### src/rtl/pattern_serializer.sv
// Parallel-to-serial bit source with a one-word holding buffer, feeding a serial pattern detector.
// Latency: a word accepted at edge E is loaded at E+1; its first bit is on sig after E+1.
// Backpressure: in_ready is low while the holding register is full; bits advance only on bit_en.
// Build option SERIALIZER_LSB_FIRST_EN: bits leave LSB first (default MSB first).
module pattern_serializer #(
  parameter int WIDTH = 8
) (
  input  logic             clk,
  input  logic             rst,
  input  logic [WIDTH-1:0] in_data,
  input  logic             in_valid,
  output logic             in_ready,
  input  logic             bit_en,
  output logic             sig,
  output logic             sig_valid,
  output logic             word_done
);

  localparam int CW = $clog2(WIDTH + 1);
  localparam logic [CW-1:0] CNT_FULL = CW'(WIDTH);
  localparam logic [CW-1:0] CNT_ONE  = CW'(1);

  typedef enum logic {
    IDLE  = 1'b0,
    SHIFT = 1'b1
  } state_t;

  state_t           state, state_nxt;
  logic [WIDTH-1:0] sh, sh_nxt;
  logic [CW-1:0]    cnt, cnt_nxt;
  logic [WIDTH-1:0] hold_data, hold_data_nxt;
  logic             hold_valid, hold_valid_nxt;

  logic [WIDTH-1:0] sh_shifted;
  logic             cur_bit;
  logic             last_bit;
  logic             accept;

`ifdef SERIALIZER_LSB_FIRST_EN
  assign cur_bit    = sh[0];
  assign sh_shifted = {1'b0, sh[WIDTH-1:1]};
`else
  assign cur_bit    = sh[WIDTH-1];
  assign sh_shifted = {sh[WIDTH-2:0], 1'b0};
`endif

  // Holding register is the only buffer, so readiness is simply "hold empty".
  assign in_ready  = !rst && !hold_valid;
  assign accept    = in_valid && in_ready;
  assign last_bit  = (cnt == CNT_ONE);
  assign sig_valid = (state == SHIFT);
  assign sig       = sig_valid & cur_bit;
  assign word_done = sig_valid && bit_en && last_bit;

  // Next-state: accept into hold, load hold into the shifter when idle or at a word boundary.
  always_comb begin
    state_nxt      = state;
    sh_nxt         = sh;
    cnt_nxt        = cnt;
    hold_data_nxt  = hold_data;
    hold_valid_nxt = hold_valid;

    // Accept and load never coincide: accept needs hold empty, load needs hold full.
    if (accept) begin
      hold_data_nxt  = in_data;
      hold_valid_nxt = 1'b1;
    end

    case (state)
      IDLE: begin
        if (hold_valid) begin
          sh_nxt         = hold_data;
          cnt_nxt        = CNT_FULL;
          hold_valid_nxt = 1'b0;
          state_nxt      = SHIFT;
        end
      end
      SHIFT: begin
        if (bit_en) begin
          if (!last_bit) begin
            sh_nxt  = sh_shifted;
            cnt_nxt = cnt - CNT_ONE;
          end else if (hold_valid) begin
            // Reload straight from hold so the next word follows with no idle bit.
            sh_nxt         = hold_data;
            cnt_nxt        = CNT_FULL;
            hold_valid_nxt = 1'b0;
          end else begin
            state_nxt = IDLE;
          end
        end
      end
    endcase
  end

  // State registers; reset discards both the in-flight and the held word.
  always_ff @(posedge clk or posedge rst) begin
    if (rst) begin
      state      <= IDLE;
      sh         <= '0;
      cnt        <= '0;
      hold_data  <= '0;
      hold_valid <= 1'b0;
    end else begin
      state      <= state_nxt;
      sh         <= sh_nxt;
      cnt        <= cnt_nxt;
      hold_data  <= hold_data_nxt;
      hold_valid <= hold_valid_nxt;
    end
  end

endmodule

### config.mk
export PLATFORM = sky130hd
export DESIGN_NAME = pattern_serializer
export DESIGN_NICKNAME = d
export VERILOG_FILES = /design/src/rtl/pattern_serializer.sv
export SDC_FILE = /design/constraint.sdc
export NUM_CORES = 1
export LEC_CHECK = 0
export ABC_AREA = 1
export CORE_MARGIN = 2
export CORE_UTILIZATION = 50
export CTS_CLUSTER_SIZE = 40
export DETAILED_ROUTE_END_ITERATION = 10
export GPL_TIMING_DRIVEN = 0
export PLACE_DENSITY = 0.74
export SYNTH_ARGS = -nofsm -noshare
export SYNTH_HDL_FRONTEND = slang
export SYNTH_SLANG_ARGS = --single-unit
### constraint.sdc
create_clock -name clk -period 2.65 [get_ports clk]
set_input_delay 0.3975 -clock clk [delete_from_list [all_inputs] [get_ports clk]]
set_output_delay 0.3975 -clock clk [all_outputs]
set_load 0.02 [all_outputs]
### Yosys cells after proc, flatten, opt, wreduce, memory -nomap -nowiden

Index checks and enable logic that the tools add are counted.

| word-level totals | value |
|---|---|
| input bits | 12 |
| output and inout bits | 4 |
| flip-flop bits (word level) | 22 |
| word-level logic and storage cells | 33 |

| cells by class | value |
|---|---|
| equal/unequal tests | 2 |
| reductions and logical operators | 6 |
| add/subtract/negate cells | 1 |
| mux-type cells | 17 |
| bitwise logic cells | 2 |

Operators with widths:

| cell | number |
|---|---|
| 2-to-1 mux 8 bit | 3 |
| case mux 8 bit (2 select lines) | 1 |
| 2-to-1 mux 4 bit | 3 |
| case mux 4 bit (2 select lines) | 1 |
| 2-to-1 mux 1 bit | 7 |
| == test 4 x 1 -> 1 bit, second input constant | 1 |
| logical AND 1 bit | 4 |
| case mux 1 bit (2 select lines) | 2 |
| subtractor 4 x 1 -> 4 bit, second input constant | 1 |
| logical NOT 1 bit | 2 |
| inequality test 2 bit, second input constant | 1 |
| bitwise AND 1 bit | 1 |
| inverter 1 bit | 1 |

### Longest topological paths before layout

Gate-level depths: netlist of the first run.

| depth | value |
|---|---|
| depth after elaboration | 8 |
| gate-level depth with buffers | 8 |

### Least setup slack after synthesis of the first run

Ideal clock, no wire load.

| timing | value |
|---|---|
| path kind | reg-to-output |
| start point | register cnt[1] |
| end point | output word_done |
| data required time | 2253 ps |
| buffers on the path | 0 |
| arrival | 1089 ps |
| cell stages (with the launch flop) | 5 |
| slack | 1164 ps |
| cells stage by stage | dfrtp_1 > inv_1 > ha_1 > nand3_4 > nor2_1 |

| on the way | value |
|---|---|
| word-level cells in the longest chain between the ends | 2 |

Ends and longest elaborated chain:

| item | RTL line | text |
|---|---|---|
| from (decl) | 30 | `logic [CW-1:0] cnt, cnt_nxt;` |
| from (signal assigned) | 107 | `cnt <= cnt_nxt;` |
| == test 4 x 1 -> 1 bit | 50 | `assign last_bit = (cnt == CNT_ONE);` |
| logical AND 1 bit | 53 | `assign word_done = sig_valid && bit_en && last_bit;` |
| to (decl) | 16 | `output logic word_done` |

No other way between the ends.

### Worst setup path in the final report of the first run

Ends and elaborated chain as after synthesis.

==> results of run 1 <==
path summary, 6_finish.rpt:
check                                               from                        to  slack [ns]
worst max-delay path                  cnt[1]$_DFFE_PP0P_                 word_done        0.32
worst min-delay path            hold_data[0]$_DFFE_PP0P_  hold_data[0]$_DFFE_PP0P_        0.48
worst max register to register        cnt[1]$_DFFE_PP0P_      hold_valid$_DFF_PP0_        1.26
worst min register to register  hold_data[0]$_DFFE_PP0P_  hold_data[0]$_DFFE_PP0P_        0.48
max in group asynchronous                            rst  hold_data[6]$_DFFE_PP0P_        1.52
min in group asynchronous                            rst  hold_data[7]$_DFFE_PP0P_        0.63
metal layers:
layer  track usage  wire length [um]
met1         0.236               933
met2         0.353              1010
met3        0.0345                64
met4        0.0658                24
met5             0                 0
cell type report:
cell class | instances | share of cell area
clock buffers | 3 | 0.0163
well taps | 28 | 0.0254
repair buffers | 15 | 0.109
clock inverters | 1 | 0.0218
plain buffers | 2 | 0.0136
flip-flops and latches | 22 | 0.399
inverters | 20 | 0.0544
multi-input cells | 101 | 0.361
critical path: stages (launching register included):
cell and delay, ns:
dfrtp_1 0.41, inv_1 0.10, ha_1 0.24, nand3_4 0.15
nor2_1 0.11, clkdlybuf4s50_1 0.61
placed cells by master, fill, tap and decap left out:
cell	count
a21oi_1	3
clkbuf_4	3
nand2_2	2
nand2_4	4
inv_2	3
nor2_1	20
nand3_4	1
bufinv_16	1
nand3_1	15
nor2_4	1
o22ai_1	1
nand3b_1	1
buf_4	1
o21ai_1	2
nand2_1	44
dfrtp_1	22
inv_1	17
o21ai_0	3
ha_1	2
clkdlybuf4s50_1	15
buf_6	1
a21oi_2	2
cell families after synthesis:
kind of cell,after synthesis
adder cells (fa/ha/maj),2
AO/OA/AOI/OAI,11
flip-flops,22
AND/OR/NAND/NOR,88
buffers and inverters,22
power by group through the flow:
stage	logic [W]	clock network [W]	registers (W)
global placement	0.000457	0	0.000563
CTS	0.000477	0.000263	0.000565
floorplan	0.000367	0	0.000549
global route	0.000557	0.000272	0.000584
detailed placement	0.000470	0	0.000573
finish	0.000470	0.000255	0.000566
stage by stage:
stage                     cell area [um^2]  hold slack (ns)  setup slack [ns]
after floorplan                       1140            0.387              1.16
after global placement                1330            0.450             0.552
after detailed placement              1330            0.455             0.546
after CTS                             1380            0.486             0.301
after global routing                  1380            0.509             0.225
final                                 1380            0.480             0.321
sequential cells by signal (all words and copies together) (netlist names):
signal      flops
sh              8
cnt             4
hold_data       8
sig_valid       1
hold_valid      1
==> flow_summary.ini, run 1 <==
[timing]
fin_setup_tns_ns = 0
slew_viol_final = 0
period_needed_ns = 2.33
hold_violations = 0
slew_headroom = 0.453
fmax_ghz = 0.429
clock_skew_ns = 0.00325
rsz0062_at_grt = no
finalSetupViolCount = 0
max_slew.worst_pin.slew_ns = 0.819
finalCritPeriodShare = 0.879

[die]
rows = 17
io_pins = 16
die_w_um = 51.8
fp.coreArea_um2 = 2190
start_util = 0.521
dieHeight_um = 51.8
die-area_um2 = 2680

[min_path]
hold_class = reg -> reg
hold_path_depth = 2

[drt]
dr.first_iter.drc_count = 19
first_pass_iters = 4
drt-total-wl_um = 2030
ant_nets = 0
drc = 0
via_per_inst = 4.91
wire_per_inst_um = 10.6
route.vias.total = 943

[cells_and_area]
fin_util = 0.630
syn2layout_area_growth_pct = 20.8
multi_input_area_um2 = 498
diodes = 0
fin_cells = 192
seqCellArea_um2 = 551
drive_gt1_frac = 0.116
fill_cells = 196
layout.nets = 179

[power_and_ir_drop]
power_w = 0.00129
seq_power_share = 0.438
clkPwrFrac = 0.197
p_leak_nw = 0.717
power.switching_w = 0.000471
p_per_area_nw_per_um2 = 935
switching_share = 0.365
peakVddDrop_uv = 586
p_int_w = 0.000820
comb_power_share = 0.364

[clock_tree]
clk_pin_slew_worst_paths_ns = 0.12
cts_made_buffers = 3
clock_path_buffers = 2
cts_resized = 0
clkSinkCount = 22
cts-root-buf = clkbuf_4
h-tree-depth = 1
clk_latency_ns = 0.30
hold_buffers = 0
cts_tree = yes
cts_setup_buffers = 0

[synthesis]
synthFlopType = dfrtp_1
synth.distinct_cells = 19
syn_avg_cell_area_um2 = 7.88
yosys_register_bits = 22
synth_edf_count = 0
synth-simple-area-share = 0.358
syn_nets = 159
synth_seq_area_share = 0.482
synth_common_cells = 44 x nand2_1, 22 x dfrtp_1, 20 x nor2_1, 17 x inv_1, 15 x nand3_1
synth-adder-area-share = 0.0219
synth_most_common_cell = nand2_1
synth_top_cell_area_share = 0.482
syn_inst = 145
synth_top_family_by_area = simple AND/OR/NAND/NOR gates
postSynth.asyncResetShare = 1.00
synthMuxAreaShare = 0
synth-compound-area-share = 0.0559
yosysTopAreaCell = dfrtp_1
yosys_warnings = 0
ys_top_cells_by_area = dfrtp_1 48%, nand2_1 14%, nand3_1 6.6%
synth-xor-area-share = 0
synth_area_um2 = 1140

[critical_path]
crit_fanout = 8
cp-end-kind = primary output
r2r_cells = 5
required_ns = 2.25
critPathKind = reg -> out
crit_path_start_kind = flip-flop
arrival_ns = 1.93

[global_route]
grt-ovfl-total = 0
gr-usage-all-layers = 0.196
grt_pass1_vias = 958
grt_pass1_wl_um = 3930
grt_antenna_before_repair = 0
grt_max_degree = 23

[status]
status = complete, no violations

[placement]
gp_congestion = 0.726
port_buffers = 15
placed_cells = 188
dp.final_hpwl_um = 1510

[flow_run]
cap_violations = 0
No activity file was read; power rests on OpenSTA's default activity.
==> inputs of run 2 (changes only) <==
--- a/config.mk
+++ b/config.mk
@@ -6,11 +6,12 @@
 export NUM_CORES = 1
 export LEC_CHECK = 0
 export ABC_AREA = 1
+export ABC_CLOCK_PERIOD_IN_PS = 2650
 export CORE_MARGIN = 2
 export CORE_UTILIZATION = 50
 export CTS_CLUSTER_SIZE = 40
 export DETAILED_ROUTE_END_ITERATION = 10
-export GPL_TIMING_DRIVEN = 0
+export GPL_TIMING_DRIVEN = 1
 export PLACE_DENSITY = 0.74
 export SYNTH_ARGS = -nofsm -noshare
 export SYNTH_HDL_FRONTEND = slang
==> run 2 against run 1 <==
Clock-buffer cell count rose by 1; critical endpoint unchanged; register-to-register slack improved by 0.02 ns; wire length rose by 4.1%; clock skew rose by 0.0033 ns; critical path depth did not move; largest power group unchanged; die area did not move; sequential power barely moved.
==> flow_summary.ini, run 2 (same netlist as run 1, synthesis figures left out) <==
[cells_and_area]
largestRegisters = hold_data: 8 flops, sh: 8 flops, cnt: 4 flops
seqCellArea_um2 = 551
final_area_um2 = 1350
layout_commonest_cell = nand2_1
final_cell_mix = 44 x nand2_1, 22 x dfrtp_1, 20 x nor2_1
fin_cells = 190
fill_cells = 192
diodes = 0
fin_util = 0.614
drive_gt1_frac = 0.105
layout.nets = 177
multi_input_area_um2 = 498
syn2layout_area_growth_pct = 17.7

[drt]
ant_nets = 0
drt-total-wl_um = 2110
dr.first_iter.drc_count = 20
drc = 0
wire_per_inst_um = 11.1
first_pass_iters = 4
route.vias.total = 925
via_per_inst = 4.87

[global_route]
grt_max_degree = 23
grt-ovfl-total = 0
grt_pass1_wl_um = 3940
grt_antenna_before_repair = 0
grt_pass1_vias = 948
gr-usage-all-layers = 0.197

[critical_path]
required_ns = 2.25
ff2ff_setup_slack_ns = 1.28
arrival_ns = 1.93
critPathKind = reg -> out
crit_fanout = 8
cp-end-kind = primary output
crit_path_start_kind = flip-flop

[placement]
place_area_um2 = 1310
port_buffers = 15
gp_congestion = 0.757
placed_cells = 186
dp.final_hpwl_um = 1510

[clock_tree]
clock_path_buffers = 2
cts_made_buffers = 3
cts-root-buf = clkbuf_4
clkSinkCount = 22
clk_pin_slew_worst_paths_ns = 0.12
clk_latency_ns = 0.32
h-tree-depth = 1
cts_tree = yes
cts_resized = 0
cts_setup_buffers = 0
hold_buffers = 0

[die]
fp.coreArea_um2 = 2190
die_w_um = 51.8
rows = 17
die-area_um2 = 2680
io_pins = 16
start_util = 0.521
dieHeight_um = 51.8

[power_and_ir_drop]
p_leak_nw = 0.700
peakVddDrop_uv = 503
power_w = 0.00123
p_per_area_nw_per_um2 = 913

[timing]
fmax_ghz = 0.430
max_slew.worst_pin.slew_ns = 0.840
period_needed_ns = 2.33
rsz0062_at_grt = no
hold_violations = 0
finalCritPeriodShare = 0.878
fin_setup_tns_ns = 0
slew_viol_final = 0
finalSetupViolCount = 0
clock_skew_ns = 0.00659
slew_headroom = 0.439

[flow_run]
cap_violations = 0

[min_path]
hold_class = reg -> reg

[status]
status = complete, no violations
-- run 2: cell types whose count changed in the layout (fill, tap and decap cells not counted), sizes merged --
cell,delta
buf,-2
bufinv,-1
clkbuf,+1
-- run 2: final timing paths --
kind	from	endpoint	cells past startpoint
setup / recovery	cnt[1]$_DFFE_PP0P_	word_done	5
hold / removal	hold_data[0]$_DFFE_PP0P_	hold_data[0]$_DFFE_PP0P_	2
setup reg to reg	cnt[1]$_DFFE_PP0P_	sh[2]$_DFFE_PP0P_	7
hold reg to reg	hold_data[0]$_DFFE_PP0P_	hold_data[0]$_DFFE_PP0P_	2
max in group asynchronous	rst	sh[4]$_DFFE_PP0P_	2
min in group asynchronous	rst	sh[6]$_DFFE_PP0P_	2
-- run 2: area by class of cell --
cell class / instances / share of cell area
Clock buffer: 4 / 0.0270
Tap cell: 28 / 0.0260
Multi-Input combinational cell: 101 / 0.370
Timing Repair Buffer: 15 / 0.112
Inverter: 20 / 0.0558
Sequential cell: 22 / 0.409
-- run 2: through the flow --
| step | hold slack, ns | setup slack, ns |
|---|---|---|
| floorplan | 0.387 | 1.16 |
| global placement | 0.450 | 0.545 |
| detailed placement | 0.454 | 0.526 |
| CTS | 0.483 | 0.310 |
| global route | 0.525 | 0.239 |
| finish | 0.481 | 0.322 |
-- run 2: report_power, final --
part           total, W  leakage, nW  internal (W)  switching (W)
Combinational  0.000468        0.433      0.000184       0.000284
Clock          0.000191       0.0210     0.0000841       0.000107
Sequential     0.000568        0.246      0.000478      0.0000903
Total           0.00123        0.700      0.000746       0.000482
-- run 2: critical path, cell delays in order, from the launching register on --
cell and delay (ns):
dfrtp_1 0.40, inv_1 0.10, ha_1 0.25, nand3_4 0.15
nor2_1 0.11, clkdlybuf4s50_1 0.61
-- run 2: per-layer routing --
metal,vias up,part of all wire,GRT usage
met5,-,0,0
met4,0,0.014,0.0658
met3,5,0.038,0.0345
met2,23,0.48,0.335
met1,419,0.47,0.252
li1,478,-,-
==> edit, RTL diff (settings of run 1) <==
The parameter `WIDTH` goes from 8 to 16.
--- a/src/rtl/pattern_serializer.sv
+++ b/src/rtl/pattern_serializer.sv
@@ -3,7 +3,7 @@
 // Backpressure: in_ready is low while the holding register is full; bits advance only on bit_en.
 // Build option SERIALIZER_LSB_FIRST_EN: bits leave LSB first (default MSB first).
 module pattern_serializer #(
-  parameter int WIDTH = 8
+  parameter int WIDTH = 16
 ) (
   input  logic             clk,
   input  logic             rst,
Interface: changed (resized in_data); port bits go from 16 to 24. The function was not compared with the original's and may differ.
==> edit against run 1 <==
  * Power increased by 63%
  * Final area grew 54%
  * Routed wire length up 72%
  * Sequential power up 82%
  * Count of clock-buffer cells in the layout rose by 5
  * Core utilization is 0.40 points higher
  * Sequential cell count increased by 17
  * Setup slack worse by 0.035 ns
  * Worst hold slack better by 0.036 ns
  * First-iteration DRC count increased to 3.5 times the old value
  * Area after synthesis rose by 55%
  * Sequential share of layout area grew 5.9 points
  * Critical path depth grew 4
  * Final cell count up 36%
  * Largest power group unchanged
==> edit: results (changes against run 1) <==
Logic synthesis
  • Dominant synthesized flop cell: dfrtp_1
  • Top cells by count, synth: nor2_1, dfrtp_1, nand2_1
  • Syn nets: 207 (+30%)
  • Compound-Gate Fraction of Synth Area: 6.342% (+0.76 points)
  • Mux share of post-synthesis cell area: 10.99% (+11 points)
  • Synth unique cells: 20 (+1)
  • Gate Count Post-Synth: 185 (+28%)
  • Synth top area cells: dfrtp_1, nor2_1, mux2_4
  • Post-synthesis sequential area ratio: 54.97% (+6.8 points)
  • Ys async rst share: 100.0% (unchanged)
  • Post-Synth Adder-Cell Area: 1.409% (-0.78 points)

Global route
  • Global-route wire length before repair: 5.927 mm (+51%)
  • Vias in the first global route: 1279 (+34%)
  • Largest net degree at the start of global routing: 40 (+74%)
  • Gr usage total: 19.23% (-0.39 points)

Cells and area
  • Fraction of layout cells with a size suffix above 1: 14.81% (+3.2 points)
  • Regs by FF count: hold_data x16, sh x16, cnt x5
  • Final net count: 237 (+32%)
  • Fillcell total: 316 (+61%)
  • FF/Latch Area: 975.9 sq um (+77%)

Placed design
  • Pre-CTS WS: 0.4274 ns (-0.1183 ns)
  • Global placement routability congestion: 0.8189 (+13%)
  • IO Port Bufs: 23 (+8)
  • Inst Count DP: 254 (+35%)
  • HPWL Detailed: 2.411 mm (+60%)
  • Cell Area, Placed: 2063 sq um (+55%)

Clock tree
  • H-Tree Depth: 2 (+1)
  • Total CTS buffers: 5 (+2)
  • Clk_lat worst skew: 0.35 ns (+0.05 ns)
  • Buffer count from post-CTS setup fixing: 0 (unchanged)

Routing
  • Vias per cell: 5.233 (+6.5%)
  • Number of detailed-route iterations in the first pass: 4 (unchanged)
  • DR vias: 1371 (+45%)
  • WL per Instance: 13.32 microns (+26%)
  • Initial drt markers: 66 (+47)

Power and ir drop
  • Worst vdd ir: 0.0005397 V (-8.0%)
  • Static Leak: 0.9722 nW (+36%)

Worst hold path
  • Hold WC Path Type: reg -> reg

Setup path
  • CP peak stage delay: 0.59 ns (-0.02 ns)
  • CP arrival: 1.97 ns (+0.04 ns)
  • Worst-path maximum fanout: 4 (-4)

Timing
  • Max Clock Skew: 0.007058 ns (+0.003803 ns)
  • Worst-Margin Slew: 0.7834 ns (-0.03593 ns)

Status
  • Status: finished, final reports clean
-- edit: cell count changes in the layout (fill, tap and decap cells not counted), moves of 7 or more --
cell / change
clkdlybuf4s50_1: +8
dfrtp_1: +17
mux2_2: +8
nor2_1: +21
mux2_4: +7
nand2_1: -23
o21ai_0: +14
-- edit: logic make-up (layout without fill, tap and decap cells) --
logic type,Yosys count,count (layout)
AND/OR/NAND/NOR,87,87
buffers and inverters,20,51
flip-flops,39,39
AO/OA/AOI/OAI,22,22
multiplexers,15,15
adder cells (fa/ha/maj),2,2
-- edit: area by class of cell --
class	count	area share, %
Buffer	6	1.702
Clock buffer	8	3.228
Inverter	14	2.465
Multi-Input combinational cell	126	33.33
Sequential cell	39	45.77
Tap cell	46	2.700
Timing Repair Buffer	23	10.80
-- edit: power breakdown --
| part | switching, mW | leakage (nW) | internal, mW |
|---|---|---|---|
| logic | 0.378 | 0.503 | 0.349 |
| clock network | 0.195 | 0.0386 | 0.156 |
| registers | 0.156 | 0.430 | 0.873 |
-- edit: layer usage --
| layer | wire, microns | global-route usage [%] | vias to the layer above | share of wire (%) |
|---|---|---|---|---|
| met5 | 0 | 0 | - | 0 |
| met4 | 53 | 6.793 | 0 | 1.5 |
| met3 | 250 | 5.000 | 5 | 7.2 |
| met2 | 1594 | 30.79 | 45 | 46 |
| met1 | 1594 | 25.33 | 653 | 46 |
| li1 | - | - | 668 | - |
-- edit: final timing paths --
check	slack, ns	depth (start not counted)	startpoint	endpoint
max	0.29	9	cnt[1]	word_done
min	0.52	2	sh[2]	sh[2]
max reg2reg	0.95	10	cnt[1]	sh[15]
min reg2reg	0.52	2	sh[2]	sh[2]
max in group asynchronous	1.59	2	rst	sh[1]
min in group asynchronous	0.57	2	rst	sig_valid
